`src/rtl/btn_event_pkg.sv`:
```
// Shared types for the button event scheduler: event codes and hold-FSM state encoding.
package btn_event_pkg;

  typedef enum logic [1:0] {
    EVT_PRESS   = 2'd0,
    EVT_RELEASE = 2'd1,
    EVT_LONG    = 2'd2,
    EVT_REPEAT  = 2'd3
  } evt_code_t;

  typedef enum logic [1:0] {
    ST_IDLE = 2'd0,
    ST_HELD = 2'd1,
    ST_LONG = 2'd2
  } btn_state_t;

endpackage

```
`src/rtl/btn_event_scheduler_if.sv`:
```
// Event stream between the scheduler (master) and its consumer (slave).
interface btn_event_scheduler_if
  import btn_event_pkg::*;
#(
  parameter int IDX_W = 2
) ();

  // Handshake: an event transfers on a cycle where evt_valid_o & evt_ready_i;
  // while evt_valid_o is high and evt_ready_i low, btn/code are held stable.
  logic             evt_valid_o;
  logic             evt_ready_i;
  logic [IDX_W-1:0] evt_btn_o;
  evt_code_t        evt_code_o;

  modport master (output evt_valid_o, evt_btn_o, evt_code_o, input evt_ready_i);
  modport slave  (input evt_valid_o, evt_btn_o, evt_code_o, output evt_ready_i);

endinterface

```
`src/rtl/btn_hold_fsm.sv`:
```
// Per-button hold timer: IDLE/HELD/LONG with a saturating counter and a raise strobe.
// REPEAT generation in LONG is enabled by defining BTN_REPEAT_EN.
module btn_hold_fsm
  import btn_event_pkg::*;
#(
  parameter int CNT_W        = 20,
  parameter int LONG_TICKS   = 500000,
  parameter int REPEAT_TICKS = 100000
) (
  input  logic       clk,
  input  logic       rst_n,
  input  logic       down,
  input  logic       up,
  output logic       raise,
  output evt_code_t  code,
  output btn_state_t state
);

  localparam logic [CNT_W-1:0] LONG_LAST = CNT_W'(LONG_TICKS - 1);
`ifdef BTN_REPEAT_EN
  localparam logic [CNT_W-1:0] REP_LAST = CNT_W'(REPEAT_TICKS - 1);
`endif

  logic [CNT_W-1:0] cnt;

  // Raise is decoded in the cycle of the pulse so the slot captures it at that edge.
  always_comb begin
    raise = 1'b0;
    code  = EVT_PRESS;
    case (state)
      ST_IDLE: if (down && !up) raise = 1'b1;
      ST_HELD: begin
        if (up) begin
          raise = 1'b1;
          code  = EVT_RELEASE;
        end else if (cnt == LONG_LAST) begin
          raise = 1'b1;
          code  = EVT_LONG;
        end
      end
      ST_LONG: begin
        if (up) begin
          raise = 1'b1;
          code  = EVT_RELEASE;
        end
`ifdef BTN_REPEAT_EN
        else if (cnt == REP_LAST) begin
          raise = 1'b1;
          code  = EVT_REPEAT;
        end
`endif
      end
      default: ;
    endcase
  end

  always_ff @(posedge clk or negedge rst_n) begin
    if (!rst_n) begin
      state <= ST_IDLE;
      cnt   <= '0;
    end else begin
      case (state)
        ST_IDLE: if (down && !up) begin
          state <= ST_HELD;
          cnt   <= '0;
        end
        ST_HELD: begin
          if (up) begin
            state <= ST_IDLE;
            cnt   <= '0;
          end else if (cnt == LONG_LAST) begin
            state <= ST_LONG;
            cnt   <= '0;
          end else if (cnt != '1) begin
            cnt <= cnt + 1'b1;
          end
        end
        ST_LONG: begin
          if (up) begin
            state <= ST_IDLE;
            cnt   <= '0;
          end
`ifdef BTN_REPEAT_EN
          else if (cnt == REP_LAST) cnt <= '0;
          else if (cnt != '1) cnt <= cnt + 1'b1;
`endif
        end
        default: begin
          state <= ST_IDLE;
          cnt   <= '0;
        end
      endcase
    end
  end

endmodule

```
`src/rtl/btn_event_scheduler.sv`:
```
// Per-button hold FSMs feeding one-deep event slots, serialised round-robin onto one event stream.
// Optional REPEAT events: define BTN_REPEAT_EN.
module btn_event_scheduler
  import btn_event_pkg::*;
#(
  parameter int N_BTN        = 4,
  parameter int IDX_W        = 2,
  parameter int CNT_W        = 20,
  parameter int LONG_TICKS   = 500000,
  parameter int REPEAT_TICKS = 100000
) (
  input  logic                          clk_i,
  input  logic                          rst_n_i,
  input  logic [N_BTN-1:0]              sw_down_i,
  input  logic [N_BTN-1:0]              sw_up_i,
  input  logic                          ovf_clr_i,
  output logic [N_BTN-1:0]              ovf_o,
  output btn_state_t [N_BTN-1:0]        state_o,
  btn_event_scheduler_if.master         evt
);

  logic [N_BTN-1:0] raise;
  evt_code_t        raise_code [N_BTN];
  logic [N_BTN-1:0] slot_vld;
  evt_code_t        slot_code  [N_BTN];
  logic [N_BTN-1:0] grant;
  logic [IDX_W-1:0] last_grant;
  logic [IDX_W-1:0] win;
  logic             found;
  logic             load;

  for (genvar i = 0; i < N_BTN; i++) begin : g_btn
    btn_hold_fsm #(
      .CNT_W       (CNT_W),
      .LONG_TICKS  (LONG_TICKS),
      .REPEAT_TICKS(REPEAT_TICKS)
    ) u_fsm (
      .clk  (clk_i),
      .rst_n(rst_n_i),
      .down (sw_down_i[i]),
      .up   (sw_up_i[i]),
      .raise(raise[i]),
      .code (raise_code[i]),
      .state(state_o[i])
    );
  end

  assign load = !evt.evt_valid_o || evt.evt_ready_i;

  // Search starts just after the last winner so every occupied slot is served in turn.
  always_comb begin
    found = 1'b0;
    win   = '0;
    for (int k = 0; k < N_BTN; k++) begin
      int               idx;
      logic [IDX_W-1:0] cand;
      idx  = (int'(last_grant) + 1 + k) % N_BTN;
      cand = IDX_W'(idx);
      if (!found && slot_vld[cand]) begin
        found = 1'b1;
        win   = cand;
      end
    end
  end

  always_comb begin
    grant = '0;
    if (load && found) grant[win] = 1'b1;
  end

  // A slot being drained this cycle can accept a new event without loss.
  always_ff @(posedge clk_i or negedge rst_n_i) begin
    if (!rst_n_i) begin
      slot_vld <= '0;
      ovf_o    <= '0;
      for (int i = 0; i < N_BTN; i++) slot_code[i] <= EVT_PRESS;
    end else begin
      for (int i = 0; i < N_BTN; i++) begin
        if (raise[i] && (!slot_vld[i] || grant[i])) begin
          slot_vld[i]  <= 1'b1;
          slot_code[i] <= raise_code[i];
        end else if (grant[i]) begin
          slot_vld[i] <= 1'b0;
        end
        if (raise[i] && slot_vld[i] && !grant[i]) ovf_o[i] <= 1'b1;
        else if (ovf_clr_i)                       ovf_o[i] <= 1'b0;
      end
    end
  end

  always_ff @(posedge clk_i or negedge rst_n_i) begin
    if (!rst_n_i) begin
      evt.evt_valid_o <= 1'b0;
      evt.evt_btn_o   <= '0;
      evt.evt_code_o  <= EVT_PRESS;
      last_grant      <= IDX_W'(N_BTN - 1);
    end else if (load) begin
      evt.evt_valid_o <= found;
      if (found) begin
        evt.evt_btn_o  <= win;
        evt.evt_code_o <= slot_code[win];
        last_grant     <= win;
      end
    end
  end

endmodule
```
`src/flat_wrapper.sv`:
```
// flat-port wrapper written by rule: the top's interface ports become plain ports
module btn_event_scheduler_flat import btn_event_pkg::*;
#(
  parameter int N_BTN        = 4,
  parameter int IDX_W        = 2,
  parameter int CNT_W        = 20,
  parameter int LONG_TICKS   = 500000,
  parameter int REPEAT_TICKS = 100000
)
  (clk_i, rst_n_i, sw_down_i, sw_up_i, ovf_clr_i, ovf_o, state_o, evt_evt_valid_o, evt_evt_btn_o, evt_evt_code_o, evt_evt_ready_i);
  btn_event_scheduler_if #(.IDX_W(IDX_W)) evt_i ();
  input  logic clk_i;
  input  logic rst_n_i;
  input  logic [N_BTN-1:0] sw_down_i;
  input  logic [N_BTN-1:0] sw_up_i;
  input  logic ovf_clr_i;
  output logic [N_BTN-1:0] ovf_o;
  output btn_state_t [N_BTN-1:0] state_o;
  output wire logic [$bits(evt_i.evt_valid_o)-1:0] evt_evt_valid_o;
  output wire logic [$bits(evt_i.evt_btn_o)-1:0] evt_evt_btn_o;
  output wire logic [$bits(evt_i.evt_code_o)-1:0] evt_evt_code_o;
  input wire logic [$bits(evt_i.evt_ready_i)-1:0] evt_evt_ready_i;
  assign evt_evt_valid_o = evt_i.evt_valid_o;
  assign evt_evt_btn_o = evt_i.evt_btn_o;
  assign evt_evt_code_o = evt_i.evt_code_o;
  assign evt_i.evt_ready_i = evt_evt_ready_i;
  btn_event_scheduler #(.N_BTN(N_BTN), .IDX_W(IDX_W), .CNT_W(CNT_W), .LONG_TICKS(LONG_TICKS), .REPEAT_TICKS(REPEAT_TICKS)) u_core (.clk_i(clk_i), .rst_n_i(rst_n_i), .sw_down_i(sw_down_i), .sw_up_i(sw_up_i), .ovf_clr_i(ovf_clr_i), .ovf_o(ovf_o), .state_o(state_o), .evt(evt_i));
endmodule
```
`config.mk`:
```
export PLATFORM = sky130hd
export DESIGN_NAME = btn_event_scheduler_flat
export DESIGN_NICKNAME = d
export VERILOG_FILES = /design/src/rtl/btn_event_pkg.sv /design/src/rtl/btn_event_scheduler_if.sv /design/src/rtl/btn_hold_fsm.sv /design/src/rtl/btn_event_scheduler.sv /design/src/flat_wrapper.sv
export SDC_FILE = /design/constraint.sdc
export NUM_CORES = 1
export LEC_CHECK = 0
export ABC_AREA = 1
export CAP_MARGIN = 20
export CORE_ASPECT_RATIO = 1.5
export CORE_MARGIN = 1
export CORE_UTILIZATION = 44
export CTS_CLUSTER_DIAMETER = 30
export DETAILED_ROUTE_END_ITERATION = 6
export GPL_TIMING_DRIVEN = 1
export HOLD_SLACK_MARGIN = 0.08
export SETUP_SLACK_MARGIN = 0.4
export SKIP_LAST_GASP = 1
export SLEW_MARGIN = 5
export SYNTH_ARGS = -nofsm -noshare
export SYNTH_HDL_FRONTEND = slang
export SYNTH_SLANG_ARGS = --single-unit
```
`constraint.sdc`:
```
create_clock -name clk_i -period 2.2 [get_ports clk_i]
set_input_delay 0.44 -clock clk_i [delete_from_list [all_inputs] [get_ports clk_i]]
set_output_delay 0.44 -clock clk_i [all_outputs]
set_load 0.02 [all_outputs]
```
; ---- Word level (Yosys, flattened, before mapping)
; Cells that the tools add are included.
[op_classes]
add_sub_neg = 8
magnitude_cmp = 7
eq_ne = 32
mux = 115
bitwise = 1
n_reduce_logical = 63
[ops]
columns = operator, count
row1 = 2-to-1 mux 20 bit, 20
row2 = case mux 20 bit (3 select lines), 4
row3 = "adder 20 x 1 -> 20 bit, second input constant", 4
row4 = "equality test 20 x 19 -> 1 bit, second input constant", 4
row5 = "inequality test 20 bit, second input constant", 4
row6 = 2-to-1 mux 2 bit, 30
row7 = 2-to-1 mux 1 bit, 42
row8 = case mux 2 bit (3 select lines), 4
row9 = AND reduction 3 bit, 8
row10 = logical AND 1 bit, 21
row11 = logical NOT 1 bit, 16
row12 = "inequality test 2 bit, second input constant", 8
row13 = "inequality test 4 bit, second input constant", 4
row14 = case mux 2 bit (2 select lines), 4
row15 = nonzero test 2 bit, 8
row16 = "< comparator 2 x 3 -> 1 bit, second input constant", 5
row17 = "inequality test 3 bit, second input constant", 4
row18 = case mux 1 bit (3 select lines), 4
row19 = binary-select mux 1 bit (select 2 bit), 4
row20 = "equality test 2 x 1 -> 1 bit, second input constant", 4
row21 = "equality test 2 bit, second input constant", 4
row22 = logical NOT 2 bit, 4
row23 = logical OR 1 bit, 5
row24 = "adder 2 x 1 -> 2 bit, second input constant", 2
row25 = other kinds (8), 9
[word_totals]
reg_bits = 111
in_bits = 12
out_inout_bits = 17

; ---- Logic depth before layout (Yosys ltp)
; Gate-level depths: netlist of run 1.
[logic_depth]
ltp_word = 21
ltp_mapped = 17
mapped_depth_nobuf = 16

; ---- Cells and area by module
; From an unflattened synthesis of run 1, not the netlist that was laid out.
[unflattened]
cells_unflattened = 1283
area_unflattened_um2 = 8219.1
[by_module_without_submodules]
columns = module, n_inst, cells_each, area_each_um2, seq_area_each_um2
row1 = btn_hold_fsm (u_core.g_btn[0].u_fsm ...), 3, 283, 1722.9, 550.5
row2 = btn_hold_fsm (u_core.g_btn[3].u_fsm), 1, 263, 1664.1, 550.5
row3 = btn_event_scheduler, 1, 171, 1386.3, 578.1

; ---- Worst setup path before layout of run 1
; No wires, ideal clock.
[synth_timing]
path_type = register to register
startpoint = register u_core.g_btn[0].u_fsm.cnt[0]
endpoint = register u_core.g_btn[0].u_fsm.cnt[10]
t_arrival_ps = 1781
required_time_ps = 2077
setup_slack_ps = 296
stages_incl_launch_ff = 15
path_buffers = 1
synth_period_minus_slack_ps = 1904
path_cell_list = dfrtp_1 > ha_1 > nand2_2 > inv_1 > nand2_1 > inv_2 > nand4_4 > nand2_1 > nor2_2 > nand3_2 > nand2_2 > inv_4 > buf_6 > nand2_1 > o21ai_1
[synth_between]
elab_chain_cells = 5
[synth_rtl]
columns = item, line_no
row1 = start: declaration, btn_hold_fsm.sv:24  ; logic [CNT_W-1:0] cnt;
row2 = start signal: assignment, btn_hold_fsm.sv:75  ; cnt <= cnt + 1'b1;
row3 = adder 20 x 1 -> 20 bit, btn_hold_fsm.sv:75
row4 = 2-to-1 mux 20 bit, btn_hold_fsm.sv:74  ; end else if (cnt != '1) begin
row5 = 2-to-1 mux 20 bit, btn_hold_fsm.sv:71  ; end else if (cnt == LONG_LAST) begin
row6 = 2-to-1 mux 20 bit, btn_hold_fsm.sv:68  ; if (up) begin
row7 = case mux 20 bit (3 select lines), btn_hold_fsm.sv:62  ; case (state)
; Several ways; a longest one is shown, not always the timed one. The select of a mux whose other input is x is not followed.
; A chain may end at the register's enable or synchronous reset.

; ---- Worst setup path in the final report of run 1
[layout_timing]
startpoint = register u_core.last_grant[0]
endpoint = register u_core.slot_code[2] in the netlist's numbering
[layout_between]
elab_chain_cells = 20
[layout_rtl]
columns = item, line_no
row1 = start: declaration, btn_event_scheduler.sv:27  ; logic [IDX_W-1:0] last_grant;
row2 = start signal: assignment, btn_event_scheduler.sv:96  ; last_grant <= IDX_W'(N_BTN - 1);
row3 = start signal: assignment, btn_event_scheduler.sv:102  ; last_grant <= win;
row4 = adder 2 x 1 -> 2 bit *, btn_event_scheduler.sv:57  ; idx = (int'(last_grant) + 1 + k) % N_BTN;
row5 = "parallel branches: the longest is 16 deep, another holds < comparator 2 x 3 -> 1 bit", --
row6 = 2-to-1 mux 4 bit *, btn_event_scheduler.sv:68  ; if (load && found) grant[win] = 1'b1;
row7 = logical OR 1 bit *, btn_event_scheduler.sv:79  ; if (raise[i] && (!slot_vld[i] || grant[i])) begin
row8 = logical AND 1 bit *, btn_event_scheduler.sv:79
row9 = end signal: indexed assignment, btn_event_scheduler.sv:81  ; slot_code[i] <= raise_code[i];
row10 = end: declaration, btn_event_scheduler.sv:25  ; evt_code_t slot_code [N_BTN];
; Mark *: on every way between the ends. The select of a mux whose other input is x is not followed.

==> results of run 1 <==
per-layer routing:
layer  part of all wire  vias to the layer above  global-route usage
met5                  0                        -                   0
li1                   -                     3902                   -
met3              0.027                       62              0.0313
met2               0.53                      173               0.455
met4              0.037                        0               0.107
met1               0.40                     3784               0.273
power by group:
group / internal (mW) / switching, mW
sequential: 2.33 / 0.278
combinational: 2.58 / 3.72
clock: 1.11 / 0.818
total: 6.02 / 4.82
sequential cells by signal, indices dropped and copies added, names as in the netlist:
signal                    cells
u_core.evt.evt_btn_o          2
u_core.evt.evt_code_o         2
u_core.evt.evt_valid_o        1
u_core.g_btn.u_fsm.cnt       80
u_core.g_btn.u_fsm.state      8
u_core.last_grant             2
u_core.ovf_o                  4
u_core.slot_code              8
u_core.slot_vld               4
worst max-delay path by stage:
| stage | startpoint | slack [ns] | endpoint | cells past startpoint |
|---|---|---|---|---|
| 3_3_place_gp | u_core.g_btn[0].u_fsm.cnt[1] | 0.06 | u_core.slot_code[7] | 8 |
| 3_5_place_dp | sw_up_i[0] | 0.04 | u_core.g_btn[0].u_fsm.cnt[2] | 7 |
| 4_1_cts | u_core.last_grant[0] | 0.21 | u_core.slot_code[0] | 14 |
| 2_1_floorplan | u_core.g_btn[2].u_fsm.cnt[0] | 0.40 | u_core.g_btn[2].u_fsm.cnt[9] | 13 |
| 5_1_grt | u_core.last_grant[0] | 0.09 | u_core.slot_code[0] | 14 |
| 6_report | u_core.last_grant[0] | 0.18 | u_core.slot_code[2] | 12 |
what timing repair did:
action,CTS,global route
cloned,4,1
setup endpoints to repair,114,108
setup buffers,40,32
pin swaps,38,60
hold buffers,1,0
gates resized for setup,112,173
endpoints found under the hold margin,25,0
cell usage after synthesis, drive strengths merged, types with 4 or more instances:
cell	n	area, sq um
nor3b	8	60.1
xor2	39	342
dfrtp	109	2730
clkinv	5	18.8
a31oi	4	25.0
nand2	305	1260
nand3	103	573
inv	124	475
clkbuf	8	30.0
o21ai	73	425
nor4	23	171
nand3b	4	42.5
o31ai	8	60.1
xnor2	5	43.8
a21oi	23	115
nor2	90	370
buf	20	176
ha	20	250
nor3	63	340
nand4	49	322
cells by family after synthesis:
kind of cell,after synthesis,share of synthesized area
buffers and inverters,157,0.0883
XOR/XNOR,44,0.0486
flip-flops,111,0.350
AND/OR/NAND/NOR,647,0.397
adder cells (fa/ha/maj),20,0.0315
AO/OA/AOI/OAI,113,0.0844
cell type report:
class | instances | area share
clock buffers | 9 | 0.0211
clock inverters | 6 | 0.0102
inverters | 129 | 0.0511
multi-input cells | 824 | 0.495
flip-flops and latches | 111 | 0.261
well taps | 213 | 0.0249
repair buffers | 153 | 0.136
repair inverters | 1 | 0.000702
worst register-to-register path, stage by stage, from the launching register on:
cell,delay (ns)
dfstp_2,0.59
buf_6,0.16
nand2_4,0.06
nand3_4,0.08
nand2_4,0.07
nor2_4,0.18
nand3_4,0.13
nand3_4,0.17
nand4_1,0.16
nand2_2,0.14
nand2_2,0.06
nand2_1,0.07
nand2_1,0.04
==> summary.txt, run 1 <==
status: finished with violations
failing checks: DRC
CTS H-tree depth: 3
n_diodes: 0
Num CTS Buffers: 9
Via density: 5.48
GPL Wtd Cong: 0.944
Util after Layout: 0.611
I/O Pins: 29
initial antenna violation count: 0
Crit. End Element: flop
Worst Hold Class: reg -> reg
worst reg2reg startpoint: u_core.last_grant[0]
FF-to-FF End: u_core.slot_code[2]
final period utilization: 0.916
Synth Flop Type: dfrtp_1
Fin Hold WS: 0.485 ns
Remaining DRCs: 2
critical setup path kind: reg -> reg
die width: 112 um
asr flop ratio synth: 1.00
placed instance count: 1,353
FF-to-FF path depth: 12
Area growth syn-to-layout: 34.8%
buffers plus inverters on the worst setup path: 1
synthesized instance count: 1,092
Clock Skew: 0.00892 ns
Tmin final: 2.02 ns
post-synthesis sequential element count: 111
Least-Margin Pin Slew: 0.451 ns
All-Layer GR Usage: 0.244
total power: 10.8 mW
max-slew violations: 0
Starting Density: 0.454
yosys warns: 0
register area: 2800 sq um
Worst Hold Depth: 2
Skew-Pair Late Insertion Delay: 0.36 ns
die height: 166 um
Clock Tree Root: clkbuf_16
post-route cell area: 10,700 sq um
largest net degree at the start of global routing: 36
First-pass DRT Iterations: 7
CP Data Required Time: 2.45 ns
critical path cell sequence: buf_6 > nand2_4 > nand3_4 > nand2_4 > nor2_4 > nand3_4 > nand3_4 > nand4_1 > nand2_2 > nand2_2 > nand2_1 > nand2_1
worst-path fanout max: 7
fmax: 0.496 GHz
core box area: 17,500 sq um
WL final: 22,900 um
area occupied by multi-input gates: 5290 sq um
Core Rows: 59
Final #Nets: 1,261
delay-heaviest family, CP: simple AND/OR/NAND/NOR gates
first-pass GRT wire length: 36,600 um
Synth Cell Area: 7940 sq um
syn_nets: 1,124
startpoint types: flop
Finished Layout Cells: 1,446
Hold EP: u_core.slot_code[5]
Setup WS post-layout: 0.184 ns
slowest cell delay on critical path: 0.59 ns
CP max stage cell: dfstp_2
arrival time worst endpoint: 2.27 ns
Slew headroom: 0.697
DP Area: 8730 sq um
Max Cap Violations: 0
RSZ-0062 raised after global routing: yes
syn_area_per_cell: 7.27 sq um
total negative slack: 0 ns
Post-DP HPWL: 16,000 um
setup slack at placement: 0.0407 ns
number of fill cells in the layout: 1,581
Post-synth EDFFs: 0
via count: 7,921
final setup fails: 0
most frequent cells in the layout: 209 x nand2_1, 99 x inv_1, 97 x dfrtp_1, 94 x buf_4, 75 x nand3_1
layout cell share with drive strength beyond 1: 0.322
antenna-violating nets left: 0
Clock Tree Buf Depth: 2
most common cell after layout, fill and taps aside: nand2_1
drt first-iter violations: 423
Port Buffers: 28
# clock sinks: 111
most frequent cell on the critical path: nand3_4
vias in the first global route: 7,734
Seq/Total Area, Yosys: 0.350
CTS tree: built
hold path startpoint: u_core.slot_code[5]
GRT overflow: 0
Cell variety after synth: 45
peak supply drop: 0.516 mV
Leakage: 4.83 nW
pwr dens: 1010 nW/um^2
Clock Pin Slew Worst Setup and Hold Paths: 0.08 ns
reg2reg setup slack: 0.18 ns
Fin. Hold Viols: 0
Die ar.: 18,600 sq um
DR WL/cell: 15.8 um
Note: power is estimated with default switching activity, not from simulation.
==> run 2, diff against run 1 <==
--- a/config.mk
+++ b/config.mk
@@ -7,13 +7,16 @@
 export LEC_CHECK = 0
 export ABC_AREA = 1
 export CAP_MARGIN = 20
+export CELL_PAD_IN_SITES_DETAIL_PLACEMENT = 0
+export CELL_PAD_IN_SITES_GLOBAL_PLACEMENT = 1
 export CORE_ASPECT_RATIO = 1.5
 export CORE_MARGIN = 1
-export CORE_UTILIZATION = 44
+export CORE_UTILIZATION = 40
 export CTS_CLUSTER_DIAMETER = 30
 export DETAILED_ROUTE_END_ITERATION = 6
 export GPL_TIMING_DRIVEN = 1
-export HOLD_SLACK_MARGIN = 0.08
+export HOLD_SLACK_MARGIN = 0.1
+export PLACE_DENSITY_LB_ADDON = 0.1
 export SETUP_SLACK_MARGIN = 0.4
 export SKIP_LAST_GASP = 1
 export SLEW_MARGIN = 5
==> run 2 against run 1 <==
Compared with the run above: the run now ends clean; cell count is 4.5% higher; sequential cell count unchanged; maximum frequency grew 0.87%; utilization fell by 3.3 points; largest cell class unchanged; clock power about the same.
==> summary.txt, run 2 (synthesis results as in run 1) <==
status: complete, no violations (was finished with violations)
CTS tree: built (unchanged)
Via density: 5.33 (was 5.48)
Port Buffers: 28 (unchanged)
GRT overflow: 0 (unchanged)
area occupied by multi-input gates: 5390 sq um (was 5290 sq um)
Max Cap Violations: 0 (unchanged)
Starting Density: 0.411 (was 0.454)
FF-to-FF End: u_core.g_btn[2].u_fsm.cnt[18] (was u_core.slot_code[2])
Tmin final: 2.00 ns (was 2.02 ns)
CTS H-tree depth: 3 (unchanged)
pwr dens: 1030 nW/um^2 (was 1010 nW/um^2)
Clock Pin Slew Worst Setup and Hold Paths: 0.08 ns (about the same)
fmax: 0.500 GHz (was 0.496 GHz)
All-Layer GR Usage: 0.254 (was 0.244)
Least-Margin Pin Slew: 0.458 ns (was 0.451 ns)
worst reg2reg startpoint: u_core.g_btn[2].u_fsm.cnt[0] (was u_core.last_grant[0])
I/O Pins: 29 (unchanged)
number of fill cells in the layout: 1,798 (was 1,581)
Flop pwr share: 0.229 (was 0.241)
Remaining DRCs: 0 (was 2)
Psw: 5.15 mW (was 4.82 mW)
critical setup path kind: reg -> reg (unchanged)
final period utilization: 0.909 (was 0.916)
Clock Tree Buf Depth: 2 (unchanged)
Critical Path Stages: 15 (was 12)
slowest cell delay on critical path: 0.37 ns (was 0.59 ns)
most frequent cell on the critical path: nand2_2 (was nand3_4)
most common cell after layout, fill and taps aside: nand2_1 (unchanged)
# clock sinks: 111 (unchanged)
delay-heaviest family, CP: simple AND/OR/NAND/NOR gates (unchanged)
Skew-Pair Late Insertion Delay: 0.37 ns (was 0.36 ns)
Fin. Hold Viols: 0 (unchanged)
WL final: 25,700 um (was 22,900 um)
GPL Wtd Cong: 0.902 (was 0.944)
die width: 117 um (was 112 um)
arrival time worst endpoint: 2.27 ns (about the same)
Area growth syn-to-layout: 40.6% (was 34.8%)
startpoint types: flop (unchanged)
Worst Setup EP: u_core.g_btn[2].u_fsm.cnt[18] (was u_core.slot_code[2])
FF-to-FF path depth: 15 (was 12)
Crit. End Element: flop (unchanged)
Top reg by flops: u_core.g_btn.u_fsm.cnt (unchanged)
Slew headroom: 0.692 (was 0.697)
CP Data Required Time: 2.47 ns (was 2.45 ns)
Core Rows: 62 (was 59)
Leakage: 5.01 nW (was 4.83 nW)
vias in the first global route: 8,087 (was 7,734)
Logic pwr share: 0.600 (was 0.581)
Worst Hold Class: reg -> reg (unchanged)
critical path cell sequence: ha_2 > nand2_2 > nor2_2 > nand4_1 > nor3_2 > nand2_2 > nand2_4 > nor2_4 > nand3_4 > nand2_8 > buf_12 > inv_16 > nand2_4 > nand2_2 > inv_2 (was buf_6 > nand2_4 > nand3_4 > nand2_4 > nor2_4 > nand3_4 > nand3_4 > nand4_1 > nand2_2 > nand2_2 > nand2_1 > nand2_1)
layout cell share with drive strength beyond 1: 0.352 (was 0.322)
initial antenna violation count: 0 (unchanged)
final setup fails: 0 (unchanged)
register area: 2800 sq um (unchanged)
Net Sw Frac: 0.449 (was 0.445)
RSZ-0062 raised after global routing: yes (unchanged)
post-route cell area: 11,200 sq um (was 10,700 sq um)
first-pass GRT wire length: 40,000 um (was 36,600 um)
antenna-violating nets left: 0 (unchanged)
die height: 175 um (was 166 um)
First-pass DRT Iterations: 5 (was 7)
n_diodes: 0 (unchanged)
Util after Layout: 0.578 (was 0.611)
Die ar.: 20,400 sq um (was 18,600 sq um)
peak supply drop: 0.727 mV (was 0.516 mV)
worst-path fanout max: 6 (was 7)
Worst setup startpoint: u_core.g_btn[2].u_fsm.cnt[0] (was u_core.last_grant[0])
clock share of power: 0.171 (was 0.178)
DR WL/cell: 17.0 um (was 15.8 um)
Post-DP HPWL: 17,400 um (was 16,000 um)
Clock Tree Root: clkbuf_16 (unchanged)
total negative slack: 0 ns (unchanged)
Top Registers: u_core.g_btn.u_fsm.cnt (80), u_core.g_btn.u_fsm.state (8), u_core.slot_code (8) (unchanged)
reg2reg setup slack: 0.20 ns (was 0.18 ns)
DP Area: 8820 sq um (was 8730 sq um)
max-slew violations: 0 (unchanged)
drt first-iter violations: 340 (was 423)
Final #Nets: 1,282 (was 1,261)
CP max stage cell: dfrtp_1 (was dfstp_2)
most frequent cells in the layout: 212 x nand2_1, 108 x buf_4, 97 x dfrtp_1, 95 x inv_1, 72 x nand3_1 (was 209 x nand2_1, 99 x inv_1, 97 x dfrtp_1, 94 x buf_4, 75 x nand3_1)
Num CTS Buffers: 9 (unchanged)
core box area: 19,300 sq um (was 17,500 sq um)
max reg flops: 80 (unchanged)
P_int: 6.33 mW (was 6.02 mW)
via count: 8,052 (was 7,921)
Clock Skew: 0.0159 ns (was 0.00892 ns)
largest net degree at the start of global routing: 38 (was 36)
buffers plus inverters on the worst setup path: 3 (was 1)
Fin Hold WS: 0.484 ns (was 0.485 ns)
[run 2: cell count changes in the layout (fill, tap and decap cells not counted), sizes merged]
cell	previous run	this run
clkbuf	10	12
clkdlybuf4s50	11	15
dlygate4sd2	13	9
clkinv	8	6
buf	124	137
inv	123	127
clkinvlp	2	7
[run 2: metal layers]
metal  track usage  vias to the layer above  wire [um]
met5             0                        -          0
met4         0.130                        0       1200
met3        0.0324                       82        761
met2         0.466                      173      14000
met1         0.279                     3853       9740
li1              -                     3944          -
[run 2: worst reg2reg max path, delay by kind of cell (launching register included)]
| family | cells | cell delay, ns |
|---|---|---|
| simple gates | 11 | 1.05 |
| flops | 1 | 0.37 |
| fa+ha+maj | 1 | 0.19 |
| buf+inv | 3 | 0.29 |
[run 2: area by class of cell]
class / count / area share
Inverter: 129 / 0.0494
Timing Repair Buffer: 167 / 0.150
Sequential cell: 111 / 0.250
Timing Repair inverter: 8 / 0.00830
Tap cell: 256 / 0.0287
Clock inverter: 6 / 0.0103
Multi-Input combinational cell: 824 / 0.483
Clock buffer: 10 / 0.0205
[run 2: how the worst min path moves through the flow]
| stage | startpoint | to | cells after the start |
|---|---|---|---|
| CTS | u_core.evt.evt_code_o[1] | u_core.evt.evt_code_o[1] | 2 |
| floorplan | rst_n_i | u_core.evt.evt_btn_o[0] | 0 |
| finish | u_core.slot_code[6] | u_core.slot_code[6] | 2 |
| detailed placement | rst_n_i | u_core.g_btn[1].u_fsm.cnt[5] | 1 |
| global route | u_core.evt.evt_btn_o[1] | u_core.evt.evt_btn_o[1] | 2 |
| global placement | rst_n_i | u_core.g_btn[1].u_fsm.cnt[8] | 1 |
[run 2: per-stage QoR]
step,setup WS [ns],cells,total power [mW]
5_1_grt,0.100,1511,12.2
4_1_cts,0.151,1472,10.3
2_1_floorplan,0.399,1092,5.65
3_3_place_gp,-0.0122,1403,6.85
3_5_place_dp,-0.0227,1403,6.85
6_report,0.201,1511,11.5
[run 2: timing repair]
item                                    CTS  global route
gates cloned                             10             5
resized for setup                       127           199
hold buffers                              1             0
endpoints found under the setup margin  113           113
pin swaps                                32            57
setup buffers                            42            34
endpoints found under the hold margin    26             0
[run 2: power groups by stage]
stage / registers, mW / logic [mW] / clock network (mW)
2_1_floorplan: 2.74 / 2.91 / 0
3_3_place_gp: 2.66 / 4.19 / 0
3_5_place_dp: 2.66 / 4.20 / 0
4_1_cts: 2.61 / 5.65 / 2.02
5_1_grt: 2.67 / 7.43 / 2.08
6_report: 2.63 / 6.89 / 1.96
==> run 3, diff against run 2 <==
--- a/config.mk
+++ b/config.mk
@@ -15,7 +15,7 @@
 export CTS_CLUSTER_DIAMETER = 30
 export DETAILED_ROUTE_END_ITERATION = 6
 export GPL_TIMING_DRIVEN = 1
-export HOLD_SLACK_MARGIN = 0.1
+export HOLD_SLACK_MARGIN = 0.08
 export PLACE_DENSITY_LB_ADDON = 0.1
 export SETUP_SLACK_MARGIN = 0.4
 export SKIP_LAST_GASP = 1
==> constraint.sdc (replaced) <==
create_clock -name clk_i -period 2.2 [get_ports clk_i]
set_input_delay 0.66 -clock clk_i [delete_from_list [all_inputs] [get_ports clk_i]]
set_output_delay 0.66 -clock clk_i [all_outputs]
set_load 0.02 [all_outputs]
==> run 3 against run 2 <==
Compared with the run above: clock skew down 0.0062 ns; worst setup slack worse by 0.062 ns; combinational power down 2.9%; worst hold slack worse by 0.33 ns; critical path type unchanged.
==> summary.txt, run 3 (synthesis results as in run 1) <==
status: complete, no violations (unchanged)
Top reg by flops: u_core.g_btn.u_fsm.cnt (unchanged)
Die ar.: 20,400 sq um (unchanged)
Core Rows: 62 (unchanged)
Via density: 5.29 (was 5.33)
Tmin final: 2.06 ns (was 2.00 ns)
Max Cap Violations: 0 (unchanged)
total negative slack: 0 ns (unchanged)
Num CTS Buffers: 9 (unchanged)
First-pass DRT Iterations: 5 (unchanged)
arrival time worst endpoint: 2.36 ns (was 2.27 ns)
n_diodes: 0 (unchanged)
CTS tree: built (unchanged)
peak supply drop: 0.736 mV (was 0.727 mV)
CTS Hold Buffers Added: 0 (was 1)
All-Layer GR Usage: 0.247 (was 0.254)
P_int: 6.04 mW (was 6.33 mW)
drt first-iter violations: 416 (was 340)
Worst Hold Class: in -> async (was reg -> reg)
fmax: 0.485 GHz (was 0.500 GHz)
first-pass GRT wire length: 39,000 um (was 40,000 um)
die width: 117 um (unchanged)
Least-Margin Pin Slew: 0.488 ns (was 0.458 ns)
Worst setup startpoint: u_core.g_btn[1].u_fsm.cnt[1] (was u_core.g_btn[2].u_fsm.cnt[0])
final period utilization: 0.937 (was 0.909)
most common cell after layout, fill and taps aside: nand2_1 (unchanged)
GRT overflow: 0 (unchanged)
DR WL/cell: 16.5 um (was 17.0 um)
worst-path fanout max: 8 (was 6)
Worst Setup EP: u_core.g_btn[1].u_fsm.cnt[9] (was u_core.g_btn[2].u_fsm.cnt[18])
placed instance count: 1,418 (was 1,403)
Fin. Hold Viols: 0 (unchanged)
Leakage: 4.99 nW (was 5.01 nW)
vias in the first global route: 7,919 (was 8,087)
GPL Wtd Cong: 0.907 (was 0.902)
I/O Pins: 29 (unchanged)
RSZ-0062 raised after global routing: yes (unchanged)
worst reg2reg startpoint: u_core.g_btn[1].u_fsm.cnt[1] (was u_core.g_btn[2].u_fsm.cnt[0])
Clock Pin Slew Worst Setup and Hold Paths: 0.08 ns (about the same)
number of fill cells in the layout: 1,825 (was 1,798)
via count: 8,093 (was 8,052)
Net Sw Frac: 0.453 (was 0.449)
layout cell share with drive strength beyond 1: 0.361 (was 0.352)
# clock sinks: 111 (unchanged)
critical setup path kind: reg -> reg (unchanged)
initial antenna violation count: 0 (unchanged)
Port Buffers: 28 (unchanged)
Area growth syn-to-layout: 39.9% (was 40.6%)
core box area: 19,300 sq um (unchanged)
FF-to-FF End: u_core.g_btn[1].u_fsm.cnt[9] (was u_core.g_btn[2].u_fsm.cnt[18])
Final #Nets: 1,300 (was 1,282)
Starting Density: 0.411 (unchanged)
CP Data Required Time: 2.50 ns (was 2.47 ns)
Top Registers: u_core.g_btn.u_fsm.cnt (80), u_core.g_btn.u_fsm.state (8), u_core.slot_code (8) (unchanged)
max-slew violations: 0 (unchanged)
FF-to-FF path depth: 13 (was 15)
largest net degree at the start of global routing: 41 (was 38)
Finished Layout Cells: 1,529 (was 1,511)
Logic pwr share: 0.606 (was 0.600)
startpoint types: flop (unchanged)
Clock Tree Root: clkbuf_16 (unchanged)
Post-DP HPWL: 17,400 um (about the same)
Flop pwr share: 0.237 (was 0.229)
Util after Layout: 0.575 (was 0.578)
Remaining DRCs: 0 (unchanged)
Clock Skew: 0.00972 ns (was 0.0159 ns)
max reg flops: 80 (unchanged)
Slew headroom: 0.672 (was 0.692)
antenna-violating nets left: 0 (unchanged)
reg2reg setup slack: 0.14 ns (was 0.20 ns)
pwr dens: 995 nW/um^2 (was 1030 nW/um^2)
CTS H-tree depth: 3 (unchanged)
WL final: 25,200 um (was 25,700 um)
Clock Tree Buf Depth: 2 (unchanged)
Skew-Pair Late Insertion Delay: 0.37 ns (about the same)
Crit. End Element: flop (unchanged)
most frequent cells in the layout: 212 x nand2_1, 126 x buf_4, 94 x dfrtp_1, 93 x inv_1 (was 212 x nand2_1, 108 x buf_4, 97 x dfrtp_1, 95 x inv_1, 72 x nand3_1)
final setup fails: 0 (unchanged)
die height: 175 um (unchanged)
Psw: 5.01 mW (was 5.15 mW)
clock share of power: 0.158 (was 0.171)
-- run 3: cell types whose count changed in the layout (fill, tap and decap cells not counted), sizes merged --
cell,previous run,this run
buf,137,163
clkdlybuf4s50,15,7
clkdlybuf4s15,0,4
clkinvlp,7,3
bufinv,3,1
clkbuf,12,14
dlygate4sd2,9,11
dlymetal6s2s,3,1
dlygate4sd3,1,0
inv,127,128
-- run 3: final cells by class --
class / count / area (sq um) / area share
clock buffer: 9 / 225 / 0.0203
clock inverter: 7 / 80.1 / 0.00721
inverter: 129 / 542 / 0.0488
multi-input combinational: 824 / 5340 / 0.481
sequential: 111 / 2800 / 0.252
tap: 256 / 320 / 0.0288
timing repair buffer: 191 / 1780 / 0.160
timing repair inverter: 2 / 22.5 / 0.00203
-- run 3: repair_timing --
action                                  CTS  global route
buffers inserted                         36            50
resized for setup                       145           188
cloned                                    7             2
pin swaps                                32            62
endpoints found under the setup margin  126           112
-- run 3: through the flow --
| step | setup WS (ns) | instance area (sq um) | power, mW | hold WS (ns) |
|---|---|---|---|---|
| 6_report | 0.139 | 11100 | 11.1 | 0.159 |
| 5_1_grt | -0.00153 | 11100 | 11.8 | 0.162 |
| 4_1_cts | 0.174 | 10100 | 10.0 | 0.147 |
| 3_5_place_dp | -0.134 | 8980 | 7.19 | 0.467 |
| 3_3_place_gp | -0.0984 | 8980 | 7.18 | 0.467 |
| 2_1_floorplan | 0.399 | 7980 | 5.65 | 0.364 |
-- run 3: worst min path at each step --
stage	to	slack [ns]	cells after the start
finish	u_core.g_btn[1].u_fsm.cnt[15]	0.16	1
global route	u_core.g_btn[1].u_fsm.cnt[15]	0.16	1
CTS	u_core.g_btn[1].u_fsm.cnt[3]	0.15	1
detailed placement	u_core.ovf_o[3]	0.47	2
global placement	u_core.ovf_o[3]	0.47	2
floorplan	u_core.evt.evt_btn_o[0]	0.36	0
-- run 3: per-layer routing --
layer  global-route usage  wire length [um]  up-vias  part of all wire
met5                    0                 0        -                 0
met4                0.150              1430        0             0.057
met3               0.0314               758       80             0.030
met2                0.446             13500      175              0.53
met1                0.266              9560     3847              0.38
li1                     -                 -     3991                 -
-- run 3: power groups by stage --
stage	sequential (mW)	combinational [mW]	clock [mW]
final	2.62	6.69	1.74
after global placement	2.65	4.53	0
after floorplan	2.74	2.91	0
after detailed placement	2.65	4.54	0
after global routing	2.66	7.25	1.85
after CTS	2.61	5.61	1.79
-- run 3: worst max-delay path: stages, from the launching register on --
cell	delay [ns]
dfrtp_1	0.36
ha_2	0.21
nand2_2	0.08
inv_2	0.08
nand2_2	0.07
nor4_4	0.23
nand3_2	0.18
nand3_4	0.15
nand2_8	0.08
nand2_8	0.17
buf_6	0.12
buf_6	0.08
nand3_2	0.04
a21oi_1	0.13
